===== config.mk =====
export PLATFORM = sky130hd
export DESIGN_NAME = flow_rate_meter
export DESIGN_NICKNAME = d
export VERILOG_FILES = /design/src/rtl/flow_rate_meter_pkg.sv /design/src/rtl/axis_skid_buf.sv /design/src/rtl/flow_rate_meter.sv
export SDC_FILE = /design/constraint.sdc
export NUM_CORES = 1
export LEC_CHECK = 0
export BUFFER_PORTS_ARGS = -buffer_cell sky130_fd_sc_hd__buf_2
export CAP_MARGIN = 20
export CORE_MARGIN = 1.5
export CORE_UTILIZATION = 45
export CTS_BUF_LIST = sky130_fd_sc_hd__clkbuf_16
export CTS_CLUSTER_DIAMETER = 200
export DETAILED_ROUTE_END_ITERATION = 12
export PLACE_DENSITY = 0.67
export SYNTH_ARGS = -nofsm -noshare
export SYNTH_HDL_FRONTEND = slang
export SYNTH_HIERARCHICAL = 1
export SYNTH_SLANG_ARGS = --single-unit

===== constraint.sdc =====
create_clock -name aclk -period 5.7 [get_ports aclk]
set_input_delay 0.57 -clock aclk [delete_from_list [all_inputs] [get_ports aclk]]
set_output_delay 0.57 -clock aclk [all_outputs]
set_load 0.03 [all_outputs]

===== src/rtl/flow_rate_meter_pkg.sv =====
// Shared types and helpers for flow_rate_meter: beat byte width, skid occupancy
// encoding and saturating counter addition.
package flow_rate_meter_pkg;

    typedef enum logic [1:0] {
        EMPTY = 2'd0,
        ONE   = 2'd1,
        TWO   = 2'd2
    } skid_state_t;

    function automatic int beat_bytes(input int data_width);
        return data_width / 8;
    endfunction

    // Adds two values and clamps the result to the all-ones value of a width-bit counter.
    function automatic logic [63:0] sat_add(input logic [63:0] a, input logic [63:0] b,
                                            input int width);
        logic [64:0] sum;
        logic [64:0] lim;
        sum = {1'b0, a} + {1'b0, b};
        lim = (65'd1 << width) - 65'd1;
        return (sum > lim) ? lim[63:0] : sum[63:0];
    endfunction

endpackage


===== src/rtl/axis_skid_buf.sv =====
// Two-entry skid register slice: one cycle of latency, full throughput, registered
// ready that drops only while both entries hold a beat.
module axis_skid_buf #(
    parameter int C_PAYLOAD_WIDTH = 8
) (
    input  logic                       clk,
    input  logic                       rst,
    input  logic                       s_valid,
    input  logic [C_PAYLOAD_WIDTH-1:0] s_payload,
    output logic                       s_ready,
    output logic                       m_valid,
    output logic [C_PAYLOAD_WIDTH-1:0] m_payload,
    input  logic                       m_ready
);
    import flow_rate_meter_pkg::*;

    skid_state_t                state;
    skid_state_t                state_next;
    logic [C_PAYLOAD_WIDTH-1:0] skid_payload;
    logic                       in_hs;
    logic                       out_hs;
    logic                       load_out_from_in;
    logic                       load_out_from_skid;
    logic                       load_skid;

    assign m_valid = (state != EMPTY);
    assign in_hs   = s_valid && s_ready;
    assign out_hs  = m_valid && m_ready;

    always_ff @(posedge clk or posedge rst) begin
        if (rst) state <= EMPTY;
        else     state <= state_next;
    end

    always_comb begin
        state_next = state;
        unique case (state)
            EMPTY:   if (in_hs) state_next = ONE;
            ONE: begin
                if (in_hs && !out_hs)      state_next = TWO;
                else if (!in_hs && out_hs) state_next = EMPTY;
            end
            TWO:     if (out_hs) state_next = ONE;
            default: state_next = EMPTY;
        endcase
    end

    // The output register always holds the oldest beat; the skid entry only fills
    // when a beat arrives while the output is stalled.
    always_comb begin
        load_out_from_in   = 1'b0;
        load_out_from_skid = 1'b0;
        load_skid          = 1'b0;
        unique case (state)
            EMPTY: load_out_from_in = in_hs;
            ONE: begin
                load_out_from_in = in_hs && out_hs;
                load_skid        = in_hs && !out_hs;
            end
            TWO:     load_out_from_skid = out_hs;
            default: ;
        endcase
    end

    always_ff @(posedge clk or posedge rst) begin
        if (rst) begin
            s_ready      <= 1'b0;
            m_payload    <= '0;
            skid_payload <= '0;
        end else begin
            s_ready <= (state_next != TWO);
            if (load_out_from_in)        m_payload <= s_payload;
            else if (load_out_from_skid) m_payload <= skid_payload;
            if (load_skid) skid_payload <= s_payload;
        end
    end

endmodule


===== src/rtl/flow_rate_meter.sv =====
// AXI-Stream pass-through that measures bytes and packets per fixed window.
// Define FLOW_RATE_METER_MAXLEN_EN to also report the longest packet per window.
module flow_rate_meter #(
    parameter int C_DATA_WIDTH    = 64,
    parameter int C_MTY_WIDTH     = 3,
    parameter int C_CNT_WIDTH     = 32,
    parameter int C_WINDOW_CYCLES = 1000
) (
    input  logic                    aclk,
    input  logic                    areset,
    input  logic                    s_axis_tvalid,
    input  logic [C_DATA_WIDTH-1:0] s_axis_tdata,
    input  logic                    s_axis_tlast,
    input  logic [C_MTY_WIDTH-1:0]  s_axis_tuser_mty,
    output logic                    s_axis_tready,
    output logic                    m_axis_tvalid,
    output logic [C_DATA_WIDTH-1:0] m_axis_tdata,
    output logic                    m_axis_tlast,
    output logic [C_MTY_WIDTH-1:0]  m_axis_tuser_mty,
    input  logic                    m_axis_tready,
    output logic [C_CNT_WIDTH-1:0]  rate_bytes,
    output logic [C_CNT_WIDTH-1:0]  rate_pkts,
    output logic                    rate_update,
    output logic [C_CNT_WIDTH-1:0]  max_pkt_bytes
);
    import flow_rate_meter_pkg::*;

    localparam int C_BEAT_BYTES    = beat_bytes(C_DATA_WIDTH);
    localparam int C_PAYLOAD_WIDTH = C_DATA_WIDTH + 1 + C_MTY_WIDTH;
    localparam int C_WIN_WIDTH     = (C_WINDOW_CYCLES > 1) ? $clog2(C_WINDOW_CYCLES) : 1;
    localparam logic [C_WIN_WIDTH-1:0] C_WIN_LAST = C_WIN_WIDTH'(C_WINDOW_CYCLES - 1);

    logic [C_PAYLOAD_WIDTH-1:0] m_payload;
    logic                       beat_hs;
    logic                       last_hs;
    logic                       win_wrap;
    logic [C_WIN_WIDTH-1:0]     win_cnt;
    logic [C_CNT_WIDTH-1:0]     acc_bytes;
    logic [C_CNT_WIDTH-1:0]     acc_pkts;
    logic [C_CNT_WIDTH-1:0]     bytes_sum;
    logic [C_CNT_WIDTH-1:0]     pkts_sum;
    logic [63:0]                beat_add;

    axis_skid_buf #(
        .C_PAYLOAD_WIDTH(C_PAYLOAD_WIDTH)
    ) u_skid (
        .clk      (aclk),
        .rst      (areset),
        .s_valid  (s_axis_tvalid),
        .s_payload({s_axis_tdata, s_axis_tlast, s_axis_tuser_mty}),
        .s_ready  (s_axis_tready),
        .m_valid  (m_axis_tvalid),
        .m_payload(m_payload),
        .m_ready  (m_axis_tready)
    );

    assign {m_axis_tdata, m_axis_tlast, m_axis_tuser_mty} = m_payload;

    assign beat_hs  = m_axis_tvalid && m_axis_tready;
    assign last_hs  = beat_hs && m_axis_tlast;
    assign win_wrap = (win_cnt == C_WIN_LAST);

    // An over-range empty count on a last beat still carries one real byte.
    always_comb begin
        beat_add = '0;
        if (beat_hs) begin
            if (!m_axis_tlast)
                beat_add = 64'(C_BEAT_BYTES);
            else if (64'(m_axis_tuser_mty) >= 64'(C_BEAT_BYTES))
                beat_add = 64'd1;
            else
                beat_add = 64'(C_BEAT_BYTES) - 64'(m_axis_tuser_mty);
        end
    end

    assign bytes_sum = C_CNT_WIDTH'(sat_add(64'(acc_bytes), beat_add, C_CNT_WIDTH));
    assign pkts_sum  = C_CNT_WIDTH'(sat_add(64'(acc_pkts), 64'(last_hs), C_CNT_WIDTH));

    // The wrap cycle's beat closes into the reported totals, so the accumulators restart at zero.
    always_ff @(posedge aclk or posedge areset) begin
        if (areset) begin
            win_cnt     <= '0;
            acc_bytes   <= '0;
            acc_pkts    <= '0;
            rate_bytes  <= '0;
            rate_pkts   <= '0;
            rate_update <= 1'b0;
        end else begin
            rate_update <= win_wrap;
            if (win_wrap) begin
                win_cnt    <= '0;
                acc_bytes  <= '0;
                acc_pkts   <= '0;
                rate_bytes <= bytes_sum;
                rate_pkts  <= pkts_sum;
            end else begin
                win_cnt   <= win_cnt + 1'b1;
                acc_bytes <= bytes_sum;
                acc_pkts  <= pkts_sum;
            end
        end
    end

`ifdef FLOW_RATE_METER_MAXLEN_EN
    logic [C_CNT_WIDTH-1:0] pkt_bytes;
    logic [C_CNT_WIDTH-1:0] pkt_len;
    logic [C_CNT_WIDTH-1:0] win_max;
    logic [C_CNT_WIDTH-1:0] win_max_next;
    logic [C_CNT_WIDTH-1:0] max_reg;

    assign pkt_len      = C_CNT_WIDTH'(sat_add(64'(pkt_bytes), beat_add, C_CNT_WIDTH));
    assign win_max_next = (last_hs && (pkt_len > win_max)) ? pkt_len : win_max;

    always_ff @(posedge aclk or posedge areset) begin
        if (areset) begin
            pkt_bytes <= '0;
            win_max   <= '0;
            max_reg   <= '0;
        end else begin
            pkt_bytes <= last_hs ? '0 : pkt_len;
            if (win_wrap) begin
                max_reg <= win_max_next;
                win_max <= '0;
            end else begin
                win_max <= win_max_next;
            end
        end
    end

    assign max_pkt_bytes = max_reg;
`else
    assign max_pkt_bytes = '0;
`endif

endmodule


### Word level (Yosys, flattened, before mapping)

Cells that the tools add are included.

* flip-flop bits (word level): 278
* latch bits: 0
* RAM bits: 0
* ROM bits: 0
* input bits: 72
* output and inout bits: 167
* memories: 0

* add/subtract/negate cells: 4
* multipliers: 0
* div/mod/pow operators: 0
* order comparisons: 2
* eq/ne operators: 4
* shift operators: 0
* muxes and demuxes: 17
* bitwise operators: 0
* reductions and logical operators: 11

Operators by type and width (count)
* 68-bit 2-to-1 mux: 2
* 32-bit 2-to-1 mux: 4
* 64-bit 2-to-1 mux: 2
* 32-bit by 64-bit adder with 65-bit output: 1
* 65-bit by 32-bit greater-than comparator with 1-bit output (second input constant): 1
* 32-bit by 1-bit adder with 33-bit output: 1
* 33-bit by 32-bit greater-than comparator with 1-bit output (second input constant): 1
* 10-bit by 1-bit adder with 10-bit output (second input constant): 1
* 10-bit equality test (second input constant): 1
* 10-bit 2-to-1 mux: 1
* 2-bit 2-to-1 mux: 4
* 1-bit logical AND: 6
* 2-bit case mux with 3 select lines: 1
* 4-bit by 3-bit subtractor with 5-bit output (first input constant): 1
* 2-bit nonzero test: 2
* 2-bit by 1-bit equality test with 1-bit output (second input constant): 1
* 2-bit equality test (second input constant): 1
* 1-bit zero test: 2
* 2-bit zero test: 1
* 1-bit 2-to-1 mux: 2
* 2-bit != test (second input constant): 1
* 1-bit case mux with 2 select lines: 1

### Logic depth before layout (Yosys ltp)

Gate-level depths: netlist of run 1.

* depth after elaboration: 7
* gate-level depth with buffers: 14
* depth with buffers taken out: 11

### Modules after synthesis

The synthesis of run 1 kept the hierarchy.

Modules (own cells, without submodules)
* flow_rate_meter: times used 1, cells an instance 693, area each 6640.1 µm², seq. area each 3478.3 µm²
* axis_skid_buf: times used 1, cells an instance 380, area each 6155.9 µm², seq. area each 3478.3 µm²

### Worst setup path before layout of run 1

No wires, ideal clock.

* path type: register to register
* start point: register u_skid.state[1]
* end point: register acc_bytes[21]
* library setup time: 0.077 ns
* arrival: 3.051 ns
* required time: 5.623 ns
* setup slack: 2.571 ns
* stages on the path, launching flop included: 15
* buffers on the path: 3
* period minus slack after synthesis: 3.129 ns
* cells stage by stage: dfrtp_1 > buf_2 > or2_2 > and3_1 > and2_1 > ha_1 > inv_1 > fa_1 > nand2b_1 > a21oi_2 > nand2_1 > or3_1 > buf_2 > buf_2 > a21oi_1

* word-level cells in the longest chain between the ends: 7

RTL lines
* start: declaration: RTL line axis_skid_buf.sv:17 `skid_state_t state;`
* start signal: assignment: RTL line axis_skid_buf.sv:32 `else state <= state_next;`
* 2-bit nonzero test (*): RTL line axis_skid_buf.sv:26 `assign m_valid = (state != EMPTY);`
* net m_axis_tvalid: RTL line flow_rate_meter.sv:16 `output logic m_axis_tvalid,`
* 1-bit logical AND (*): RTL line flow_rate_meter.sv:59 `assign beat_hs = m_axis_tvalid && m_axis_tready;`
* 64-bit 2-to-1 mux (*): RTL line flow_rate_meter.sv:66 `if (beat_hs) begin`
* 32-bit by 64-bit adder with 65-bit output (*): RTL line flow_rate_meter_pkg.sv:20 `sum = {1'b0, a} + {1'b0, b};`
* 65-bit by 32-bit greater-than comparator with 1-bit output: RTL line flow_rate_meter_pkg.sv:22 `return (sum > lim) ? lim[63:0] : sum[63:0];`
* 32-bit 2-to-1 mux (*): RTL line flow_rate_meter_pkg.sv:22
* 32-bit 2-to-1 mux (*): RTL line flow_rate_meter.sv:90 `if (win_wrap) begin`
* end signal: assignment: RTL line flow_rate_meter.sv:98 `acc_bytes <= bytes_sum;`
* end: declaration: RTL line flow_rate_meter.sv:38 `logic [C_CNT_WIDTH-1:0] acc_bytes;`

The timed path passes the listed nets; every way through them passes the cells marked *.
A chain may end at the register's enable or synchronous reset.

### Final worst setup path of run 1

* start point: register u_skid.state[1]
* end point: register rate_bytes[25]

* word-level cells in the longest chain between the ends: 6

RTL lines
* 2-bit nonzero test (*): RTL line axis_skid_buf.sv:26
* 1-bit logical AND (*): RTL line flow_rate_meter.sv:59
* 64-bit 2-to-1 mux (*): RTL line flow_rate_meter.sv:66
* 32-bit by 64-bit adder with 65-bit output (*): RTL line flow_rate_meter_pkg.sv:20
* 65-bit by 32-bit greater-than comparator with 1-bit output: RTL line flow_rate_meter_pkg.sv:22
* 32-bit 2-to-1 mux (*): RTL line flow_rate_meter_pkg.sv:22
* end signal: assignment: RTL line flow_rate_meter.sv:94 `rate_bytes <= bytes_sum;`
* end: declaration: RTL line flow_rate_meter.sv:21 `output logic [C_CNT_WIDTH-1:0] rate_bytes,`

Every way passes the cells marked *; elsewhere a longest branch is shown, timed or not.

==> key figures, run 1 <==
Status
  • Status: complete, no violations

Drt
  • DRC: 0
  • DR vias/cell: 5.10
  • Post-route ant nets: 0
  • WL per Instance: 15.8 microns
  • DRT Wirelength: 26.3 mm
  • Drt first pass iters: 4
  • Vias post-DR: 8,486
  • Initial drt markers: 439

Yosys
  • FF+latch count, synth: 278
  • Prevailing post-synth register cell: dfrtp_1
  • Syn avg cell area: 11.9 sq um
  • FFs w/ async S/R, synth: 100%
  • Area leader, netlist: dfrtp_1
  • Count of cell types in the netlist: 51
  • Synth cell count leaders: 278 x dfrtp_1, 178 x mux2_2, 105 x nor2_1
  • Number of synthesized flops with an enable pin: 0
  • Yosys top cell area share: 54.4%
  • Top-count cell post-synth: dfrtp_1
  • Yosys warnings: 6
  • Synthesized area: 12,800 sq um
  • Mapped Cells: 1,073
  • Top post-synthesis cells by area: dfrtp_1 54%, mux2_2 16%, mux2_4 3.5%
  • Register area share after synthesis: 54.4%

Clocking
  • Latest clock arrival within the worst-skew pair: 0.55 ns
  • # hold bufs at CTS: 0
  • CTS resizes: 0
  • # H-tree levels: 1
  • Clk sink count: 278
  • CTS tree: yes
  • Max clock buf depth: 3
  • Root buf cell: clkbuf_16
  • CTS buffer count: 30
  • Post-CTS setup buffers: 0
  • Worst-path clk slew: 0.06 ns

Global route
  • First-pass GRT wire length: 43.1 mm
  • Overflow after GRT: 0
  • Largest net degree at the start of global routing: 82
  • Initial antenna violation count: 3
  • Global router's overall resource usage: 18.1%
  • Vias in the first global route: 8,390

Final layout
  • Non-Filler Instances: 1,663
  • Layout area overhead: 17.7%
  • Layout Nets: 1,342
  • Layout cells sized above 1: 37.8%
  • Final instance area: 15,100 sq um

Critical path
  • Crit Path Max Fanout: 11
  • WP data required: 6.16 ns
  • Setup crit start kind: flop
  • Crit-path leading delay family: simple AND/OR/NAND/NOR gates
  • Cells along the critical path: or2_2, and3_1, and2_1, ha_1, nand3_1, o211ai_1, nand3_1, or3_1, a41oi_1
  • CP Data Arrival Time: 3.98 ns
  • Crit Path Category: flop to flop
  • Crit-path slowest cell: o211ai_1
  • CP Capture Type: flop
  • Most used cell, CP: nand3_1
  • Worst Path Buf+Inv: 0
  • CP peak stage delay: 0.72 ns

Placed design
  • GPL Wtd Cong: 0.812
  • Placed cell count: 1,606
  • Hpwl dp: 17.4 mm
  • Place WS: 2.13 ns
  • IO buf count: 206
  • DP Area: 14,000 sq um

Floorplan
  • I/O pins: 239
  • Core Rows: 61
  • Initial core utilization: 45.9%
  • Core area: 27,900 sq um
  • Die Width: 172 microns
  • DIE AREA: 29,500 sq um
  • Die span in y: 172 microns

Pwr
  • Combinational fraction of design power: 31.0%
  • Maximum VDD drop: 0.000316 V
  • Internal: 0.00489 W
  • Sequential power share: 39.5%
  • Net Sw Frac: 31.7%
  • Psw: 0.00227 W
  • Clock power share: 29.5%
  • Pwr/cell area: 475 nW/um^2
  • Pleak: 7.05 nW

STA
  • Final period util: 61.8%
  • Worst Max-Slew Pin Slew: 1.06 ns
  • Final Hold Viols: 0
  • Final-report max-slew violation count: 0
  • Tmin final: 3.52 ns
  • Setup violators final: 0
  • Final Worst Setup Slack: 2.18 ns
  • Max-slew headroom: 29.4%
  • TNS Setup: 0 ns
  • RSZ-0062 raised after global routing: false
  • Clk_skew: 0.0100 ns
  • Highest clock rate: 0.284 GHz

Flow run
  • MaxCap Viol Count: 0

Worst hold path
  • Hold Path Class: input port to asynchronous set/reset pin
[power by group through the flow]
stage	clock network, W	registers, W	logic (W)
5_1_grt	0.00224	0.00291	0.00240
3_5_place_dp	0	0.00286	0.00224
3_3_place_gp	0	0.00283	0.00220
4_1_cts	0.00216	0.00283	0.00224
6_report	0.00211	0.00283	0.00222
2_1_floorplan	0	0.00330	0.00125
[final timing paths]
path	depth (start not counted)	slack [ns]	startpoint	end
max	9	2.18	u_skid/state[1]$_DFF_PP0_	rate_bytes[25]$_DFFE_PP0P_
min reg2reg	1	0.46	win_cnt[0]$_DFF_PP0_	win_cnt[0]$_DFF_PP0_
min	2	0.17	areset	u_skid/m_payload[7]$_DFFE_PP0P_
max in group asynchronous	3	4.23	areset	u_skid/m_payload[59]$_DFFE_PP0P_
max reg2reg	9	2.18	u_skid/state[1]$_DFF_PP0_	rate_bytes[25]$_DFFE_PP0P_
min in group aclk	2	0.27	s_axis_tdata[51]	u_skid/skid_payload[55]$_DFFE_PP0P_
[worst register-to-register path: cells and delay by family, from the launching register on]
| kind | cells | cell delay [ns] |
|---|---|---|
| flops | 1 | 0.48 |
| fa+ha+maj | 1 | 0.31 |
| compound gates | 2 | 0.94 |
| simple gates | 6 | 1.70 |
[registers in the layout (all words and copies together) (netlist names)]
name and flops:
win_cnt 10, rate_update 1, u_skid/m_payload 68, rate_pkts 32, u_skid/s_ready 1, acc_bytes 32, u_skid/state 2, u_skid/skid_payload 68
acc_pkts 32, rate_bytes 32
[final cells by class]
class | count | area [sq um]
antenna | 3 | 7.51
clock buffer | 31 | 776
clock inverter | 22 | 303
fill | 2422 | 12800
inverter | 15 | 67.6
multi-input combinational | 721 | 5360
sequential | 278 | 6960
tap | 378 | 473
timing repair buffer | 215 | 1120
[per-stage QoR]
step / utilization [%] / hold WS (ns) / power, W
floorplan: - / 0.433 / 0.00455
CTS: 54.0 / 0.193 / 0.00724
detailed placement: 50.1 / 0.451 / 0.00510
global route: 54.0 / 0.232 / 0.00755
global placement: 50.1 / 0.446 / 0.00504
finish: 54.1 / 0.167 / 0.00715
[routing by layer]
layer	up-vias	GRT usage (%)	routed length [microns]
li1	4099	-	-
met1	4132	23.5	11500
met2	220	28.9	12000
met3	35	6.28	2230
met4	0	4.61	567
met5	-	0	0
[placed cells by master, fill, tap and decap left out, types with 3 or more instances in the layout]
cell / n
a211oi_1: 3
a21oi_1: 43
a31oi_1: 23
and2_1: 6
and3_1: 13
and4_1: 6
buf_2: 206
buf_4: 8
bufinv_16: 8
clkbuf_16: 31
clkinv_1: 3
clkinv_2: 3
conb_1: 32
dfrtp_1: 278
diode_2: 3
ha_1: 8
inv_1: 19
mux2_2: 178
mux2_4: 30
mux2i_1: 11
nand2_1: 64
nand2b_1: 4
nand3_1: 31
nand4_1: 26
nor2_1: 105
nor3_1: 5
nor4_1: 5
o21ai_0: 41
o31a_1: 4
o31ai_1: 3
or2_2: 4
or3_1: 4
xnor2_1: 9
xor2_1: 36
[cells by family after synthesis]
logic type	after synthesis	synth area share [%]
and+or+nand+nor	288	11.1
DFF	278	54.4
muxes	219	20.0
AOI/OAI and AO/OA	128	5.72
buffers and inverters	105	4.75
xor gates and xnor gates	45	3.08
adders and majority gates	9	0.939
other	1	0.0293
Note: power is estimated with default switching activity, not from simulation.
==> run 2: changes to the inputs <==
ABC_AREA = 1   (was not set)
PLACE_DENSITY = 0.69   (was 0.67)
clock period = 3.15 ns   (was 5.7 ns; I/O delays follow)
==> run 2 against run 1 <==
Effect of this change: die area rose by 11%; power rose by 75%; critical path depth rose by 6; synthesized cell count rose by 74%; synthesized area rose by 11%; combinational power rose by 69%; clock skew rose by 0.00081 ns; register-to-register slack got worse by 1.8 ns; sequential share of layout area fell by 3.9 points; critical path type unchanged; critical endpoint is now rate_pkts[13]$_DFFE_PP0P_; largest cell class unchanged.
==> key figures, run 2 <==
Global route
  • Overflow after GRT: 0
  • First-pass GRT wire length: 61.5 mm
  • Global router's overall resource usage: 22.8%
  • Largest net degree at the start of global routing: 114
  • Vias in the first global route: 12,079
  • Initial antenna violation count: 3

Yosys
  • Area leader, netlist: dfrtp_1
  • FFs w/ async S/R, synth: 100%
  • Count of cell types in the netlist: 34
  • Synth cell count leaders: 702 x nand2_1, 278 x dfrtp_1, 183 x nand3_1
  • Prevailing post-synth register cell: dfrtp_1
  • Syn avg cell area: 7.60 sq um
  • FF+latch count, synth: 278
  • Synthesized area: 14,200 sq um
  • Main combinational cell family by area after synthesis: simple AND/OR/NAND/NOR gates
  • Synth Area in Compound Gates: 5.02%
  • Mapped Cells: 1,866
  • Yosys warnings: 6
  • XOR/XNOR share of the synthesized area: 2.04%
  • Register area share after synthesis: 49.1%
  • Yosys top cell area share: 49.1%
  • Top-count cell post-synth: nand2_1
  • Top post-synthesis cells by area: dfrtp_1 49%, nand2_1 19%, nand3_1 6.5%
  • Simple-gate share of the synthesized area: 32.9%
  • Mux contribution to synthesized area: 0%
  • Number of synthesized flops with an enable pin: 0
  • Area share of fa/ha/maj cells after synthesis: 0.847%

Clocking
  • Post-CTS setup buffers: 0
  • Max clock buf depth: 3
  • Root buf cell: clkbuf_16
  • Clk sink count: 278
  • CTS tree: yes
  • Latest clock arrival within the worst-skew pair: 0.57 ns
  • Worst-path clk slew: 0.06 ns
  • # H-tree levels: 1
  • CTS buffer count: 30

STA
  • Tmin final: 2.81 ns
  • Final Hold Viols: 0
  • Max-slew headroom: 40.5%
  • Final-report max-slew violation count: 0
  • TNS Setup: 0 ns
  • Setup violators final: 0
  • Worst Max-Slew Pin Slew: 0.890 ns
  • Highest clock rate: 0.356 GHz
  • Final Worst Setup Slack: 0.338 ns
  • RSZ-0062 raised after global routing: false
  • Clk_skew: 0.0109 ns
  • Final period util: 89.3%

Critical path
  • CP peak stage delay: 0.41 ns
  • CP Data Arrival Time: 3.29 ns
  • CP Capture Type: flop
  • Crit Path Category: flop to flop
  • WP data required: 3.63 ns
  • Cells along the critical path: inv_2, nand2_1, nand3_1, inv_1, ha_1, ha_1, nand3_2, nor2_4, nand2_4, nor2_8, nand4_4, buf_12, nand2_1, inv_1, o21ai_0
  • Setup crit start kind: flop
  • Crit-path slowest cell: dfrtp_1
  • Crit Path Max Fanout: 33

Placed design
  • IO buf count: 206
  • GPL Wtd Cong: 0.883
  • Place WS: 0.287 ns
  • Hpwl dp: 24.6 mm
  • Placed cell count: 2,388

Floorplan
  • Initial core utilization: 46.0%
  • Die Width: 181 microns
  • DIE AREA: 32,600 sq um
  • Die span in y: 181 microns
  • Core Rows: 64
  • I/O pins: 239
  • Core area: 30,800 sq um

Drt
  • Initial drt markers: 915
  • WL per Instance: 15.0 microns
  • DRC: 0
  • Vias post-DR: 12,504
  • Post-route ant nets: 0
  • Drt first pass iters: 5
  • DRT Wirelength: 36.8 mm
  • DR vias/cell: 5.11

Pwr
  • Maximum VDD drop: 0.000574 V
  • Pwr/cell area: 760 nW/um^2
  • Pleak: 8.69 nW

Final layout
  • Largest registers: u_skid/m_payload x68, u_skid/skid_payload x68
  • Final Util: 53.3%
  • Layout cells sized above 1: 14.9%
  • Leading cell type in the layout, fill and taps excluded: nand2_1
  • Commonest non-fill, non-tap cells in the layout: 698 x nand2_1, 277 x dfrtp_1, 206 x buf_2
  • Non-Filler Instances: 2,448
  • Diode count: 0
  • Layout Nets: 2,112
  • Layout area overhead: 16.0%

Status
  • Status: complete, no violations

Flow run
  • MaxCap Viol Count: 0

Worst hold path
  • Hold Path Class: input port to flop
## run 2: cell types whose count changed after synthesis, sizes merged, moves of 11 or more
cell	before	now
buf	66	97
and3	13	0
mux2	208	0
nand4	27	75
a31oi	23	4
inv	15	172
clkbuf	24	41
nand3	31	184
o21ai	42	86
mux2i	11	0
xor2	36	19
nor2	106	118
nand2	65	705
## run 2: final timing paths
kind | depth (start not counted) | startpoint | slack [ns] | endpoint
worst max-delay path | 15 | u_skid/state[0]$_DFF_PP0_ | 0.34 | rate_pkts[13]$_DFFE_PP0P_
worst min-delay path | 3 | s_axis_tdata[43] | 0.02 | u_skid/skid_payload[47]$_DFFE_PP0P_
worst max register to register | 15 | u_skid/state[0]$_DFF_PP0_ | 0.34 | rate_pkts[13]$_DFFE_PP0P_
worst min register to register | 2 | rate_pkts[20]$_DFFE_PP0P_ | 0.47 | rate_pkts[20]$_DFFE_PP0P_
max in group asynchronous | 4 | areset | 1.74 | rate_bytes[10]$_DFFE_PP0P_
min in group asynchronous | 3 | areset | 0.46 | u_skid/skid_payload[57]$_DFFE_PP0P_
## run 2: metal layers
layer  vias to the layer above  track usage, %  wire (microns)
li1                       6172               -               -
met1                      5903            30.2           16300
met2                       370            38.5           17400
met3                        55            4.26            2290
met4                         4            5.88             767
met5                         -               0              29
## run 2: repair_timing
action                     in CTS  in global routing
resized for setup               0                  1
hold endpoints to repair       39                  0
hold buffers                    7                  0
setup endpoints to repair       0                 10
## run 2: cell families after synthesis
| family | count (synthesis) |
|---|---|
| adder cells (fa/ha/maj) | 9 |
| AO/OA/AOI/OAI | 138 |
| buffers and inverters | 310 |
| flip-flops | 278 |
| other | 1 |
| AND/OR/NAND/NOR | 1097 |
| XOR/XNOR | 33 |
## run 2: worst max-delay path: cells and delay by family (launching register included)
family	cells	cell delay (ns)
compound gates	1	0.13
flops	1	0.41
fa+ha+maj	2	0.50
simple gates	8	1.15
buf+inv	4	0.50
## run 2: final cells by class
type	instances	area (sq um)
Multi-Input combinational cell	1309	5930
Timing Repair Buffer	240	1420
Clock buffer	30	751
Inverter	172	653
Tap cell	396	495
Fill cell	2974	14400
Clock inverter	23	244
Sequential cell	278	6960
## run 2: per-stage QoR
stage          total power, W  hold WS (ns)  cell area (sq um)
2_1_floorplan         0.00785         0.453              14300
3_3_place_gp          0.00886         0.457              15400
3_5_place_dp          0.00893         0.460              15400
4_1_cts                0.0126       0.00370              16400
5_1_grt                0.0132        0.0111              16400
6_report               0.0125        0.0198              16400
## run 2: where the power goes
part / internal, W / switching [W] / leakage [nW]
Clock: 0.00213 / 0.00148 / 0.511
Combinational: 0.00113 / 0.00262 / 5.05
Sequential: 0.00454 / 0.000604 / 3.13
